### src/rtl/uart_tx_writer.sv
// uart_tx_writer: register-to-UART write path with a byte FIFO, a PC stall and an 8N1 serializer.
// Define UART_TX_PARITY_EN to add an even-parity bit between the data and stop bits.
module uart_tx_writer #(
    parameter int CLKS_PER_BIT = 868,
    parameter int FIFO_DEPTH   = 4
) (
    input  logic                        clk,
    input  logic                        reset,
    input  logic                        RegtoUART,
    input  logic [31:0]                 write_data,
    output logic                        pc_enable,
    output logic                        txd,
    output logic                        tx_busy,
    output logic [$clog2(FIFO_DEPTH):0] fifo_count
);
    localparam int AW = $clog2(FIFO_DEPTH);
    localparam int CW = AW + 1;
    localparam int BW = $clog2(CLKS_PER_BIT);
`ifdef UART_TX_PARITY_EN
    typedef enum logic [2:0] {IDLE, START, DATA, PARITY, STOP} state_t;
`else
    typedef enum logic [1:0] {IDLE, START, DATA, STOP} state_t;
`endif
    state_t         state_q;
    logic [BW-1:0]  baud_q;
    logic [2:0]     bit_q;
    logic [7:0]     shift_q;
    logic           txd_q;
    logic [7:0]     mem_q [FIFO_DEPTH];
    logic [AW-1:0]  wr_q, rd_q;
    logic [CW-1:0]  count_q, count_d;
    logic           full, push, baud_end, load, unused_hi;
    assign unused_hi = ^write_data[31:8];
    assign full      = count_q == CW'(FIFO_DEPTH);
    assign push      = RegtoUART && !full;
    assign baud_end  = baud_q == BW'(CLKS_PER_BIT - 1);
    // The serializer pops whenever it starts a frame, from idle or straight out of the last stop cycle.
    assign load      = (count_q != '0) && (state_q == IDLE || (state_q == STOP && baud_end));
    assign count_d   = count_q + CW'(push) - CW'(load);
    assign pc_enable = !(RegtoUART && full);
    assign txd       = txd_q;
    assign tx_busy   = (state_q != IDLE) || (count_q != '0);
    assign fifo_count = count_q;
    // Byte FIFO: pointers wrap naturally because the depth is a power of two.
    always_ff @(posedge clk) begin
        if (reset) begin
            wr_q    <= '0;
            rd_q    <= '0;
            count_q <= '0;
        end else begin
            if (push) begin
                mem_q[wr_q] <= write_data[7:0];
                wr_q        <= wr_q + AW'(1);
            end
            if (load) rd_q <= rd_q + AW'(1);
            count_q <= count_d;
        end
    end
    // Serializer: every bit lasts CLKS_PER_BIT cycles and txd is driven only from this register.
    always_ff @(posedge clk) begin
        if (reset) begin
            state_q <= IDLE;
            baud_q  <= '0;
            bit_q   <= '0;
            shift_q <= '0;
            txd_q   <= 1'b1;
        end else if (load) begin
            state_q <= START;
            shift_q <= mem_q[rd_q];
            baud_q  <= '0;
            txd_q   <= 1'b0;
        end else if (state_q != IDLE) begin
            baud_q <= baud_end ? '0 : baud_q + BW'(1);
            if (baud_end) begin
                case (state_q)
                    START: begin
                        state_q <= DATA;
                        bit_q   <= '0;
                        txd_q   <= shift_q[0];
                    end
                    DATA: begin
                        if (bit_q == 3'd7) begin
`ifdef UART_TX_PARITY_EN
                            state_q <= PARITY;
                            txd_q   <= ^shift_q;
`else
                            state_q <= STOP;
                            txd_q   <= 1'b1;
`endif
                        end else begin
                            bit_q <= bit_q + 3'd1;
                            txd_q <= shift_q[bit_q + 3'd1];
                        end
                    end
`ifdef UART_TX_PARITY_EN
                    PARITY: begin
                        state_q <= STOP;
                        txd_q   <= 1'b1;
                    end
`endif
                    default: begin
                        state_q <= IDLE;
                        txd_q   <= 1'b1;
                    end
                endcase
            end
        end
    end
endmodule

### config.mk
export PLATFORM = sky130hd
export DESIGN_NAME = uart_tx_writer
export DESIGN_NICKNAME = d
export VERILOG_FILES = /design/src/rtl/uart_tx_writer.sv
export SDC_FILE = /design/constraint.sdc
export NUM_CORES = 1
export LEC_CHECK = 0
export ABC_CLOCK_PERIOD_IN_PS = 3200
export CORE_MARGIN = 5
export CORE_UTILIZATION = 50
export DETAILED_ROUTE_END_ITERATION = 7
export PLACE_DENSITY = 0.71
export SYNTH_ARGS = -nofsm -noshare
export SYNTH_HDL_FRONTEND = slang
export SYNTH_SLANG_ARGS = --single-unit
### constraint.sdc
create_clock -name clk -period 3.2 [get_ports clk]
set_clock_uncertainty 0.15 [all_clocks]
set_input_delay 0.48 -clock clk [delete_from_list [all_inputs] [get_ports clk]]
set_output_delay 0.48 -clock clk [all_outputs]
set_load 0.01 [all_outputs]
==> results.py <==
metrics = {
    "job": {
        "cap_violations": 0,
    },
    "power_and_ir_drop": {
        "power_uw": 2653,
        "p_seq_frac": 0.409,
        "vdd_drop_max_mv": 0.4251,
        "p_sw_uw": 846.2,
        "p_clk_frac": 0.283,
        "pwr-share-comb": 0.308,
        "p_per_area_nw_per_um2": 798.7,
        "swShare": 0.3189,
        "p_int_uw": 1807,
        "p_leak_uw": 0.001153,
    },
    "cts": {
        "path_clk_slew_ns": 0.07,
        "ctsHoldBuffers": 0,
        "htreeDepth": 3,
        "cts_tree": "done",
        "post-cts-setup-buffers": 0,
        "clock_latency_ns": 0.34,
        "clock_sinks": 63,
        "ctsResizeCount": 0,
        "cts.path.max_buffers": 2,
        "cts_root_buf": "clkbuf_8",
        "cts_made_buffers": 9,
    },
    "detailed_routing": {
        "via_count": 1822,
        "via_per_inst": 5.471,
        "wirelength_um": 5136,
        "wire_per_inst_um": 15.42,
        "drc": 0,
        "firstDrtPassIters": 4,
        "first_iter_violations": 66,
        "postRouteAntennaNets": 0,
    },
    "synth": {
        "synth-seq-area-share": 0.5469,
        "synth_largest_area_cell": "edfxtp_1",
        "yosysWarnings": 0,
        "synth_area_per_cell_um2": 12.25,
        "dominantRegCellSynth": "edfxtp_1",
        "synth_seq_cells": 63,
        "syn_inst": 236,
        "postSynth.asyncResetShare": 0,
        "synth_edf_count": 32,
        "syn-cell-area_um2": 2892,
        "synth_top_area_frac": 0.3323,
        "synth_area_leaders": "edfxtp_1, dfxtp_1, mux4_2, ha_1, xnor2_1",
        "yosysUniqueCellTypes": 49,
        "synth_nets": 285,
    },
    "placed_design": {
        "port_buffers": 16,
        "place_ws_ns": 0.4015,
        "dpl.hpwl_um": 3557,
        "place.gp.congestion": 0.8009,
    },
    "floorplanning": {
        "ios": 41,
        "initial_utilization": 0.5187,
        "core_um2": 5574,
        "dieArea_um2": 7404,
        "row_count": 27,
        "fp.dieW_um": 86.05,
        "die_height_um": 86.05,
    },
    "setup_path": {
        "rr_worst_depth": 11,
        "cp_data_arrival_time_ns": 2.90,
        "r2r_slack_ns": 0.36,
        "crit_start": "baud_q[0]",
        "worstReg2RegEnd": "fifo_count[2]",
        "r2r-start": "baud_q[0]",
        "cp.required_ns": 3.27,
        "critPathLaunchType": "flop",
        "crit_type": "reg -> reg",
        "worstSetupEndpoint": "fifo_count[2]",
        "worst-path-max-fanout": 5,
        "end_kind": "flop",
    },
    "sta": {
        "slew_viol_final": 0,
        "period_needed_ns": 2.838,
        "fin_ws_ns": 0.3624,
        "setup_viol_count_final": 0,
        "max_slew.worst_pin.slew_ns": 0.6384,
        "rsz0062_at_grt": "no",
        "relSlewSlack": 0.5738,
        "max_freq_mhz": 352.4,
        "fin_setup_tns_ns": 0,
        "hold_viol_final": 0,
        "min_period_over_period": 0.8868,
    },
    "global_routing": {
        "grt_overflow": 0,
        "grt_pass1_vias": 1834,
        "grt_antenna_before_repair": 0,
        "grt_usage": 0.1543,
        "grt_max_degree": 25,
        "grt_pass1_wl_um": 8769,
    },
    "finish": {
        "n_antenna_cell": 0,
        "nNetsFinal": 305,
        "fillers": 470,
        "final_layout_size_suffix_gt1_frac": 0.1494,
        "layout-area-overhead-vs-synth_pct": 14.89,
    },
    "worst_hold_path": {
        "min_path_type": "reg -> reg",
    },
    "run_status": {
        "status": "finished clean",
    },
}
## power by group through the flow
stage	combinational, uW	sequential, uW	clock (uW)
CTS	824	1090	771
floorplan	641	1050	0
global route	915	1110	810
global placement	797	1100	0
detailed placement	818	1110	0
finish	817	1090	751
## registers in the layout, summed over array words and instances, names as in the netlist
name,flops
fifo_count,3
baud_q,10
wr_q,2
rd_q,2
txd,1
shift_q,8
bit_q,3
mem_q,32
state_q,2
## cell type report
| class | count | area [um^2] | share of cell area |
|---|---|---|---|
| Sequential cell | 63 | 1582 | 0.4761 |
| Timing Repair Buffer | 20 | 190.2 | 0.05725 |
| Inverter | 12 | 45.04 | 0.01356 |
| Tap cell | 72 | 90.09 | 0.02712 |
| Multi-Input combinational cell | 150 | 1195 | 0.3597 |
| Clock buffer | 9 | 123.9 | 0.03729 |
| Clock inverter | 7 | 96.34 | 0.02900 |
## cell families (layout without fill, tap and decap cells)
family,count (synthesis),count (layout),share of synthesized area
muxes,11,11,0.08135
buffers and inverters,23,48,0.03981
adders and majority gates,14,14,0.06318
DFF,63,63,0.5470
xor gates and xnor gates,12,12,0.03635
AOI/OAI and AO/OA,46,46,0.1013
and+or+nand+nor,67,67,0.1311
## layout by cell type (no fill, tap or decap), drive strengths merged, types with 2 or more instances in the layout
cell type	synthesis	final
ha	13	13
a21oi	15	15
o21ai	14	14
clkbuf	5	9
nor3	5	5
nand4b	3	3
inv	12	13
a22oi	2	2
a21boi	2	2
nor2	18	18
xor2	3	3
a311oi	2	2
mux4	10	10
nand2	7	7
nand4	4	4
or3	2	2
bufinv	0	2
xnor2	9	9
clkinv	0	4
nand3	12	12
clkdlybuf4s50	0	16
buf	5	4
and2	6	6
and3	2	2
dfxtp	31	31
edfxtp	32	32
nor2b	4	4
## how the worst min path moves through the flow
stage	cells past startpoint	startpoint	endpoint	slack [ns]
6_report	2	shift_q[7]	shift_q[7]	0.33
3_3_place_gp	2	shift_q[1]	shift_q[1]	0.31
3_5_place_dp	2	shift_q[5]	shift_q[5]	0.32
2_1_floorplan	2	shift_q[4]	shift_q[4]	0.30
4_1_cts	2	shift_q[5]	shift_q[5]	0.33
5_1_grt	2	shift_q[6]	shift_q[6]	0.36
## per-stage QoR
step,util,instances,hold slack [ns],area (um^2)
floorplan,-,236,0.3008,2892
global placement,0.5565,317,0.3144,3102
detailed placement,0.5565,317,0.3172,3102
CTS,0.5960,333,0.3276,3322
global route,0.5960,333,0.3558,3322
finish,0.5960,333,0.3278,3322
## layer usage
| layer | GRT usage | up-vias | share of wire |
|---|---|---|---|
| met5 | 0 | - | 0 |
| li1 | - | 912 | - |
| met2 | 0.2600 | 30 | 0.50 |
| met4 | 0.06619 | 0 | 0.019 |
| met3 | 0.05476 | 11 | 0.042 |
| met1 | 0.1766 | 869 | 0.44 |
## critical path: stages, from the launching register on
cell     delay (ns)
dfxtp_1        0.35
ha_1           0.26
and2b_1        0.23
a41oi_1        0.34
nor2_2         0.13
ha_1           0.29
inv_1          0.04
ha_1           0.18
fa_1           0.38
xnor2_1        0.19
xnor2_1        0.13
nor2_1         0.05
## cells in the mapped netlist (3+ instances only)
| library cell | n |
|---|---|
| mux4_2 | 10 |
| nor3_1 | 5 |
| nor2_1 | 17 |
| ha_1 | 13 |
| nand4_1 | 3 |
| a21oi_1 | 15 |
| clkbuf_1 | 5 |
| nand3_1 | 11 |
| xnor2_1 | 9 |
| nand2_1 | 7 |
| inv_1 | 12 |
| nor2b_1 | 4 |
| o21ai_0 | 14 |
| xor2_1 | 3 |
| dfxtp_1 | 31 |
| nand4b_1 | 3 |
| edfxtp_1 | 32 |
| and2_1 | 6 |
No activity file was read; power rests on OpenSTA's default activity.
